File: src/rtl/pipe_pkg.sv
// pipe_pkg: shared types and constants for the pipeline hazard controller
package pipe_pkg;
    typedef enum logic {RUN, MC_WAIT} state_t;
    localparam logic [4:0] REG_X0 = 5'd0;
    typedef struct packed {
        logic stall;
        logic flush;
    } pipe_ctl_t;
endpackage

File: src/rtl/hazard_detect.sv
// hazard_detect: combinational load-use compare between the ID sources and the EX load destination
module hazard_detect
    import pipe_pkg::*;
(
    input  logic [4:0] id_rs1_addr,
    input  logic [4:0] id_rs2_addr,
    input  logic       id_rs1_re,
    input  logic       id_rs2_re,
    input  logic       ex_rd_we,
    input  logic [4:0] ex_rd_addr,
    input  logic       ex_is_load,
    output logic       load_use
);
    assign load_use = ex_is_load && ex_rd_we && ex_rd_addr != REG_X0 &&
                      ((id_rs1_re && id_rs1_addr == ex_rd_addr) ||
                       (id_rs2_re && id_rs2_addr == ex_rd_addr));
endmodule

File: src/rtl/pipe_hazard_ctrl.sv
// pipe_hazard_ctrl: stall/flush sequencer for the 5-stage pipeline
module pipe_hazard_ctrl
    import pipe_pkg::*;
#(
    parameter int MC_TIMEOUT = 64
) (
    input  logic        clk,
    input  logic        rst,
    input  logic [4:0]  id_rs1_addr,
    input  logic [4:0]  id_rs2_addr,
    input  logic        id_rs1_re,
    input  logic        id_rs2_re,
    input  logic        ex_rd_we,
    input  logic [4:0]  ex_rd_addr,
    input  logic        ex_is_load,
    input  logic        ex_branch_taken,
    input  logic        ex_mc_start,
    input  logic        mc_done,
    input  logic        mem_busy,
    output logic        stall_pc,
    output logic        stall_if_id,
    output logic        stall_id_ex,
    output logic        stall_ex_mem,
    output logic        flush_if_id,
    output logic        flush_id_ex,
    output logic        flush_ex_mem,
    output logic        mc_timeout,
    output logic [31:0] stall_cycles
);
    localparam int CW = $clog2(MC_TIMEOUT + 1);
    state_t          state_q, state_d;
    logic            done_seen_q, done_seen_d;
    logic [CW-1:0]   mc_cnt_q, mc_cnt_d;
    logic            mc_timeout_q, mc_timeout_d;
    logic [31:0]     stall_cycles_q, stall_cycles_d;
    logic            load_use, done, mc_to, pc_stall;
    pipe_ctl_t       if_id, id_ex, ex_mem;

    hazard_detect u_hazard_detect (
        .id_rs1_addr(id_rs1_addr),
        .id_rs2_addr(id_rs2_addr),
        .id_rs1_re  (id_rs1_re),
        .id_rs2_re  (id_rs2_re),
        .ex_rd_we   (ex_rd_we),
        .ex_rd_addr (ex_rd_addr),
        .ex_is_load (ex_is_load),
        .load_use   (load_use)
    );

    always_comb begin
        done         = mc_done || done_seen_q;
        mc_to        = state_q == MC_WAIT && !done && mc_cnt_q == CW'(MC_TIMEOUT - 1);
        state_d      = state_q;
        done_seen_d  = done_seen_q;
        mc_cnt_d     = mc_cnt_q;
        mc_timeout_d = 1'b0;
        pc_stall     = 1'b0;
        if_id        = '0;
        id_ex        = '0;
        ex_mem       = '0;
        if (rst) begin
        end else if (mem_busy) begin
            pc_stall     = 1'b1;
            if_id.stall  = 1'b1;
            id_ex.stall  = 1'b1;
            ex_mem.stall = 1'b1;
            done_seen_d  = done_seen_q || (state_q == MC_WAIT && mc_done);
        end else if (state_q == RUN && ex_mc_start) begin
            pc_stall     = 1'b1;
            if_id.stall  = 1'b1;
            id_ex.stall  = 1'b1;
            ex_mem.flush = 1'b1;
            state_d      = MC_WAIT;
            mc_cnt_d     = '0;
            done_seen_d  = 1'b0;
        end else if (state_q == MC_WAIT && !done && !mc_to) begin
            pc_stall     = 1'b1;
            if_id.stall  = 1'b1;
            id_ex.stall  = 1'b1;
            ex_mem.flush = 1'b1;
            mc_cnt_d     = mc_cnt_q + CW'(1);
        end else if (state_q == MC_WAIT) begin
            state_d      = RUN;
            done_seen_d  = 1'b0;
            mc_timeout_d = mc_to;
        end else if (ex_branch_taken) begin
            if_id.flush  = 1'b1;
            id_ex.flush  = 1'b1;
        end else if (load_use) begin
            pc_stall     = 1'b1;
            if_id.stall  = 1'b1;
            id_ex.flush  = 1'b1;
        end
        stall_cycles_d = stall_cycles_q + 32'(pc_stall);
    end

    always_ff @(posedge clk) begin
        if (rst) begin
            state_q        <= RUN;
            done_seen_q    <= 1'b0;
            mc_cnt_q       <= '0;
            mc_timeout_q   <= 1'b0;
            stall_cycles_q <= '0;
        end else begin
            state_q        <= state_d;
            done_seen_q    <= done_seen_d;
            mc_cnt_q       <= mc_cnt_d;
            mc_timeout_q   <= mc_timeout_d;
            stall_cycles_q <= stall_cycles_d;
        end
    end

    assign stall_pc     = pc_stall;
    assign stall_if_id  = if_id.stall;
    assign stall_id_ex  = id_ex.stall;
    assign stall_ex_mem = ex_mem.stall;
    assign flush_if_id  = if_id.flush;
    assign flush_id_ex  = id_ex.flush;
    assign flush_ex_mem = ex_mem.flush;
    assign mc_timeout   = mc_timeout_q;
    assign stall_cycles = stall_cycles_q;
endmodule
File: config.mk
export PLATFORM = sky130hd
export DESIGN_NAME = pipe_hazard_ctrl
export DESIGN_NICKNAME = d
export VERILOG_FILES = /design/src/rtl/pipe_pkg.sv /design/src/rtl/hazard_detect.sv /design/src/rtl/pipe_hazard_ctrl.sv
export SDC_FILE = /design/constraint.sdc
export NUM_CORES = 1
export LEC_CHECK = 0
export CAP_MARGIN = 10
export CORE_MARGIN = 4
export CORE_UTILIZATION = 51
export DETAILED_ROUTE_END_ITERATION = 10
export PLACE_DENSITY = 0.86
export SLEW_MARGIN = 20
export SYNTH_ARGS = -nofsm -noshare
export SYNTH_HDL_FRONTEND = slang
export SYNTH_SLANG_ARGS = --single-unit
File: constraint.sdc
create_clock -name clk -period 9.5 [get_ports clk]
set_input_delay 1.9 -clock clk [delete_from_list [all_inputs] [get_ports clk]]
set_output_delay 1.9 -clock clk [all_outputs]
set_load 0.03 [all_outputs]
# After elaboration in Yosys (flattened, before gate mapping)
# Cells that the tools add are included.
# Widths: inputs -> output; s select.
# op_classes
n_addsub,2
mux,36
eq_ne,5
n_reduce_logical,22
n_bitwise,2
# ops
op,n
$add 32x1->32,1
$mux 1,30
$mux 7,2
$eq 5x5->1,2
$logic_and 1x1->1,10
$mux 2,4
$add 7x1->7 const B,1
$eq 7x6->1 const B,1
$reduce_and 2->1,3
$reduce_bool 5->1,1
$reduce_or 5->1,1
$logic_or 1x1->1,3
$ne 3x3->1 const B,1
$reduce_bool 3->1,1
$logic_not 1->1,2
$ne 2x2->1 const B,1
$not 1->1,2
$reduce_bool 2->1,1
# word_totals
ff_bits,42
out_inout_bits,40
input_bits,25

# Logic depth before layout (Yosys ltp)
# Gate-level depths: netlist of run 1.
# depth
word_depth,12
mapped_depth,13
mapped_depth_nobuf,11

# Modules after synthesis
# From an unflattened synthesis of run 1, not the netlist that was laid out.
# unflattened
cells_unflattened,246
area_unflattened_um2,2089.5
# by_module_without_submodules
mod,area_per_inst_um2,instances,cells_per_inst
pipe_hazard_ctrl,1954.4,1,229
hazard_detect,135.1,1,17

# Worst setup path after synthesis of run 1
# OpenSTA, ideal clock, no wires.
# synth_timing
path_kind,input to output
from,input port ex_rd_addr[3]
to,output port stall_pc
arrival_time_ns,4.023
n_path_buf,1
path_slack_ns,3.577
cell_stages,5
path_cell_list,xor2_1 -> nor4_1 -> a32oi_1 -> o41ai_1 -> buf_4
# synth_via
elab_chain_cells,11
elab_cells_between_ends,15
# synth_rtl
item,line_no,source
"start, declared",pipe_hazard_ctrl.sv:14,"input logic [4:0] ex_rd_addr,"
$eq 5x5->1 (on tied branches),"hazard_detect.sv:15, hazard_detect.sv:16",
$logic_and 1x1->1 (on tied branches),"hazard_detect.sv:15, hazard_detect.sv:16",
$logic_or 1x1->1,hazard_detect.sv:15,((id_rs1_re && id_rs1_addr == ex_rd_addr) ||
$logic_and 1x1->1 *,hazard_detect.sv:14,assign load_use = ex_is_load && ex_rd_we && ex_rd_addr != REG_X0 &&
$mux 1 *,pipe_hazard_ctrl.sv:89,end else if (load_use) begin
$mux 1 *,pipe_hazard_ctrl.sv:86,end else if (ex_branch_taken) begin
$mux 1 *,pipe_hazard_ctrl.sv:82,end else if (state_q == MC_WAIT) begin
$mux 1 *,pipe_hazard_ctrl.sv:76,end else if (state_q == MC_WAIT && !done && !mc_to) begin
$mux 1 *,pipe_hazard_ctrl.sv:68,end else if (state_q == RUN && ex_mc_start) begin
$mux 1 *,pipe_hazard_ctrl.sv:62,end else if (mem_busy) begin
$mux 1 *,pipe_hazard_ctrl.sv:61,if (rst) begin
"end, declared",pipe_hazard_ctrl.sv:20,"output logic stall_pc,"
# Mark *: on every way between the ends. The rest lies on a longest branch, timed or not.

# Worst setup path after layout of run 1
# layout_timing
from,input port ex_rd_addr[3]
to,output port stall_if_id
# layout_via
elab_chain_cells,11
elab_cells_between_ends,15
# layout_rtl
item,line_no,source
$eq 5x5->1 (on tied branches),"hazard_detect.sv:15, hazard_detect.sv:16",
$logic_and 1x1->1 (on tied branches),"hazard_detect.sv:15, hazard_detect.sv:16",
$logic_or 1x1->1,hazard_detect.sv:15,
$logic_and 1x1->1 *,hazard_detect.sv:14,
$mux 1 *,pipe_hazard_ctrl.sv:89,
$mux 1 *,pipe_hazard_ctrl.sv:86,
$mux 2 *,pipe_hazard_ctrl.sv:82,
$mux 1 *,pipe_hazard_ctrl.sv:76,
$mux 1 *,pipe_hazard_ctrl.sv:68,
$mux 1 *,pipe_hazard_ctrl.sv:62,
$mux 2 *,pipe_hazard_ctrl.sv:61,
"end, declared",pipe_hazard_ctrl.sv:21,"output logic stall_if_id,"
# Marks and branches as above.

==> metrics.yaml, run 1 <==
clocking:
  cts_tree: "done"
  clk_latency_ps: 290
  cts_buffers: 5
  postCtsResizedCells: 0
  cts-root-buf: "clkbuf_8"
  clkSinkCount: 42
  ctsHoldBuffers: 0
  post_cts_buffers: 0
  clk_pin_slew_ps: 80
  clockBufferDepth: 2
  htree_levels: 2
critical_path:
  cp-end-kind: "output port"
  critPathRequiredTime_ps: 7600
  worstSetupStartpointType: "primary input"
  arrival_ps: 4310
  criticalPathCategory: "primary input to output port"
  worstPathMaxFanout: 3
power_and_ir_drop:
  powerDensity_nw_per_um2: 114.6
  ir_drop_uv: 74.66
  p_leak_nw: 0.9887
final_layout:
  instances_no_fill: 365
  layout-drive-gt1-share_pct: 4.762
  diodes: 0
  nets: 342
  area_delta_synth_final_pct: 33.53
  nFillCells: 330
sta:
  hold_viol: 0
  period_needed_ps: 6213
  fmax_mhz: 160.9
  finalSetupViolations: 0
  worst_pin_slew_ps: 788.9
  finalMaxSlewViolations: 0
  fin_skew_ps: 4.573
  tns_ps: 0
  rsz0062_at_grt: "no"
  period_share_pct: 65.40
  timing.max_slew.rel_slack_pct: 47.41
synth:
  synth.largest_area_cell: "dfxtp_1"
  synth_edf_count: 0
  postSynthCellCount: 254
  synth.distinct_cells: 48
  ys_ff_latch: 42
  yosysSeqAreaShare_pct: 38.64
  synth_simple_gate_area_share_pct: 28.64
  synth_xor_area_share_pct: 9.258
  synthAdderAreaFrac_pct: 1.725
  synthMuxAreaShare_pct: 1.035
  ys_warn_count: 0
  synth_top_family_by_area: "simple AND/OR/NAND/NOR gates"
  netlist_top_cells_area: "dfxtp_1, xnor2_1, nor2_1, a21oi_1, xor2_1"
  netlist.area_leader.share_pct: 38.64
  synth_compound_area_share_pct: 15.64
  synth_area_per_cell_sq_um: 8.566
  synth_top_flop_cell: "dfxtp_1"
  syn_nets: 282
  syn_area_sq_um: 2176
  synthArstFlopShare_pct: 0
routing:
  first_iter_violations: 152
  wl_um: 5144
  firstDrtPassIters: 4
  drc: 0
  ant_nets: 0
  wl_per_cell_um: 14.09
  viasPerCell: 5.762
  vias: 2103
placed_design:
  numPortBuffers: 64
  dpl.hpwl_um: 3806
  routabilityCongestion: 0.8132
  dpl.cell_count: 357
run:
  drv_cap: 0
floorplan:
  pin_count: 65
  fp.dieH_um: 73.32
  dieArea_sq_um: 5375
  core_sq_um: 4058
  die_w_um: 73.32
  fp-row-count: 23
  start_util_pct: 53.62
global_routing:
  grt_max_degree: 43
  first_global_vias: 1989
  grt_antenna_before_repair: 0
  grt_pass1_wl_um: 8355
  grt_overflow: 0
  track_usage_pct: 19.56
outcome:
  outcome: "complete, no violations"
hold_path:
  hp-class: "flop to flop"
-- synthesized netlist by cell type, types with 2 or more instances --
library cell and count:
dfxtp_1 42, nor2_1 25, a21oi_1 18, nand2_1 13
xnor2_1 13, nand3_1 11, or4_1 11, inv_1 10
xor2_1 10, o31ai_1 9, nor3_1 8, clkbuf_1 7
nand4_1 7, o21ai_0 7, nor4_1 6, or3_1 6
nor2b_1 5, and3_1 4, a211o_1 3, and4_1 3
buf_6 3, ha_1 3, nor3b_1 3, mux2_2 2
nand3b_1 2
-- cells by family (layout without fill, tap and decap cells) --
| kind of cell | count (synthesis) | after routing |
|---|---|---|
| muxes | 2 | 2 |
| DFF | 42 | 42 |
| xor gates and xnor gates | 23 | 23 |
| and+or+nand+nor | 111 | 111 |
| AOI/OAI and AO/OA | 51 | 51 |
| adders and majority gates | 3 | 3 |
| buffers and inverters | 22 | 83 |
-- power by group --
| group | leakage [nW] | internal (W) | switching, W |
|---|---|---|---|
| clock | 0.0482 | 0.0000586 | 0.0000577 |
| sequential | 0.339 | 0.000177 | 0.00000150 |
| combinational | 0.602 | 0.0000188 | 0.0000188 |
-- metrics by stage --
step | setup slack [ps] | utilization [%] | hold slack, ps | power [W] | instance area, sq um
after floorplan | 3577 | - | 448.4 | 0.0002010 | 2176
after global placement | 3290 | 69.35 | 460.7 | 0.0002202 | 2814
after detailed placement | 3292 | 69.35 | 482.4 | 0.0002206 | 2814
after CTS | 3273 | 71.60 | 493.2 | 0.0003355 | 2905
after global routing | 3026 | 71.60 | 509.5 | 0.0003489 | 2905
final | 3287 | 71.60 | 494.1 | 0.0003329 | 2905
-- cells in the final DEF (no fill, tap or decap), drive strengths merged, types with 2 or more instances in the layout --
cell           count
a211o              3
a21oi             18
and2               2
and3               4
and4               3
clkbuf             7
clkdlybuf4s50     64
dfxtp             42
ha                 3
inv               10
mux2               2
nand2             13
nand3             12
nand3b             2
nand4              8
nor2              25
nor2b              5
nor3               8
nor3b              3
nor4               6
o21ai              7
o31ai              9
or3                6
or4               12
xnor2             13
xor2              10
-- layer usage --
layer,up-vias,wire (um),track usage [%]
met4,0,80,6.237
met5,-,0,0
li1,1053,-,-
met1,981,2171,20.10
met2,61,2528,36.15
met3,8,363,7.524
-- flip-flops by register name (all words and copies together), names as in the netlist --
name,flops
mc_cnt_q,7
stall_cycles,32
state_q,1
mc_timeout,1
done_seen_q,1
-- worst max-delay path, stage by stage --
cell and delay, ps:
clkdlybuf4s50_1 470, xor2_1 180, nor4_1 270, a32oi_1 160
o41ai_1 550, clkdlybuf4s50_1 780
-- final cells by class --
cell class	instances	area [sq um]	area share, %
multi-input cells	190	1225	42.16
flip-flops and latches	42	840.8	28.94
repair buffers	65	648.1	22.31
clock buffers	7	86.33	2.972
well taps	50	62.56	2.153
inverters	10	37.54	1.292
clock inverters	1	5.005	0.1723
-- worst paths after layout --
path	from	endpoint	slack, ps	cells after the start
worst max register to register	state_q	stall_cycles[28]	5960	10
worst max-delay path	ex_rd_addr[3]	stall_if_id	3290	6
worst min-delay path	stall_cycles[31]	stall_cycles[31]	490	2
worst min register to register	stall_cycles[31]	stall_cycles[31]	490	2
Power figures use the tool's default switching activity.
==> run 2, diff against run 1 <==
--- a/config.mk
+++ b/config.mk
@@ -7,9 +7,9 @@
 export LEC_CHECK = 0
 export CAP_MARGIN = 10
 export CORE_MARGIN = 4
-export CORE_UTILIZATION = 51
+export CORE_UTILIZATION = 42
 export DETAILED_ROUTE_END_ITERATION = 10
-export PLACE_DENSITY = 0.86
+export PLACE_DENSITY = 0.75
 export SLEW_MARGIN = 20
 export SYNTH_ARGS = -nofsm -noshare
 export SYNTH_HDL_FRONTEND = slang
==> constraint.sdc (replaced) <==
create_clock -name clk -period 5.1 [get_ports clk]
set_input_delay 1.02 -clock clk [delete_from_list [all_inputs] [get_ports clk]]
set_output_delay 1.02 -clock clk [all_outputs]
set_load 0.03 [all_outputs]
==> run 2 against run 1 <==
Compared with the run above:
- global-route usage is 3.5 points lower
- via count is 2.2% lower
- critical endpoint is now stall_cycles[26]
- worst setup slack worse by 2600 ps
- combinational power rose by 84%
- largest power group unchanged
- die area grew 19%
- routed wire length fell by 1.8%
- core utilization down 12 points
==> metrics.yaml, run 2 (synthesis gave the netlist of run 1 again) <==
outcome:
  outcome: "complete, no violations"
sta:
  timing.max_slew.rel_slack_pct: 49.15
  fmax_mhz: 226.5
  hold_viol: 0
  period_needed_ps: 4416
  finalMaxSlewViolations: 0
  fin_skew_ps: 7.303
  period_share_pct: 86.58
  worst_pin_slew_ps: 762.8
  finalSetupViolations: 0
  tns_ps: 0
  rsz0062_at_grt: "no"
hold_path:
  hp-class: "flop to flop"
critical_path:
  slowest_delay_ps: 650
  critPathBufInv: 1
  worstPathMaxFanout: 17
  critPathRequiredTime_ps: 5280
  worstSetupStartpointType: "primary input"
  criticalPathCategory: "primary input to flop"
  cp-end-kind: "flop"
  arrival_ps: 4590
  crit_family: "simple AND/OR/NAND/NOR gates"
  crit_chain: "clkdlybuf4s50_1 > xor2_1 > nor4_1 > a32oi_1 > o41ai_1 > ha_1 > ha_1 > nand3_1 > or4_4 > nor4_1 > mux2_2"
  slowest_stage: "or4_4"
routing:
  wl_um: 5049
  vias: 2057
  drc: 0
  viasPerCell: 5.399
  first_iter_violations: 101
  firstDrtPassIters: 4
  ant_nets: 0
  wl_per_cell_um: 13.25
clocking:
  cts_tree: "done"
  ctsHoldBuffers: 0
  clk_pin_slew_ps: 80
  clockBufferDepth: 2
  clk_latency_ps: 290
  post_cts_buffers: 0
  clkSinkCount: 42
  htree_levels: 2
  postCtsResizedCells: 0
  cts-root-buf: "clkbuf_8"
  cts_buffers: 5
power_and_ir_drop:
  p_leak_nw: 0.9787
  p_total_w: 0.0005991
  ir_drop_uv: 82.32
  powerDensity_nw_per_um2: 205.8
final_layout:
  final_common_cell: "clkdlybuf4s50_1"
  final_cell_mix: "clkdlybuf4s50_1, dfxtp_1, nor2_1"
  largest_register_ff_count: 32
  area_delta_synth_final_pct: 33.81
  diodes: 0
  utilization_pct: 59.67
  layout-drive-gt1-share_pct: 4.140
  final_cell_area_sq_um: 2912
  nets: 342
  nFillCells: 456
run:
  drv_cap: 0
floorplan:
  fp.dieH_um: 79.98
  start_util_pct: 44.59
  core_sq_um: 4880
  pin_count: 65
  die_w_um: 79.98
  dieArea_sq_um: 6396
  fp-row-count: 25
global_routing:
  grt_pass1_wl_um: 8238
  grt_antenna_before_repair: 0
  grt_max_degree: 39
  first_global_vias: 1909
  grt_overflow: 0
  track_usage_pct: 16.07
placed_design:
  routabilityCongestion: 0.7989
  numPortBuffers: 64
  dpl.hpwl_um: 3772
  placed_area_sq_um: 2835
==> run 2: worst register-to-register path: cells and delay by family, from the launching register on <==
family | cells | cell delay (ps)
AOI/OAI and AO/OA | 3 | 500
and+or+nand+nor | 4 | 1610
muxes | 1 | 360
DFF | 1 | 410
adders and majority gates | 2 | 510
==> run 2: layout make-up <==
class	instances	area, sq um	area share (%)
multi-input combinational	190	1225	42.07
sequential	42	840.8	28.88
timing repair buffer	65	648.1	22.26
tap	67	83.83	2.879
clock buffer	7	76.32	2.621
inverter	10	37.54	1.289
==> run 2: metrics by stage <==
| stage | hold WS, ps | instances | setup WS [ps] |
|---|---|---|---|
| 4_1_cts | 486.6 | 381 | 658.2 |
| 3_3_place_gp | 460.9 | 374 | 449.2 |
| 3_5_place_dp | 469.7 | 374 | 360.2 |
| 2_1_floorplan | 448.4 | 254 | 176.5 |
| 5_1_grt | 494.4 | 381 | 392.9 |
| 6_report | 483.5 | 381 | 684.2 |
==> run 2: power breakdown <==
| part | leakage [nW] | switching (W) | internal (W) |
|---|---|---|---|
| Combinational | 0.602 | 0.0000346 | 0.0000349 |
| Clock | 0.0383 | 0.000102 | 0.0000942 |
| Sequential | 0.339 | 0.00000270 | 0.000331 |
| Total | 0.979 | 0.000139 | 0.000460 |
==> run 2: routing by layer <==
metal	vias up	global-route usage (%)	part of all wire, %
li1	1051	-	-
met1	945	18.65	45
met2	56	28.64	48
met3	5	4.289	6.2
met4	0	4.730	0.97
met5	-	0	0
==> run 2: final timing paths <==
check,endpoint,cells after the start,from,slack [ps]
setup / recovery,stall_cycles[26],11,ex_rd_addr[1],680
hold / removal,stall_cycles[31],2,stall_cycles[31],480
setup reg to reg,stall_cycles[26],10,state_q,1600
hold reg to reg,stall_cycles[31],2,stall_cycles[31],480
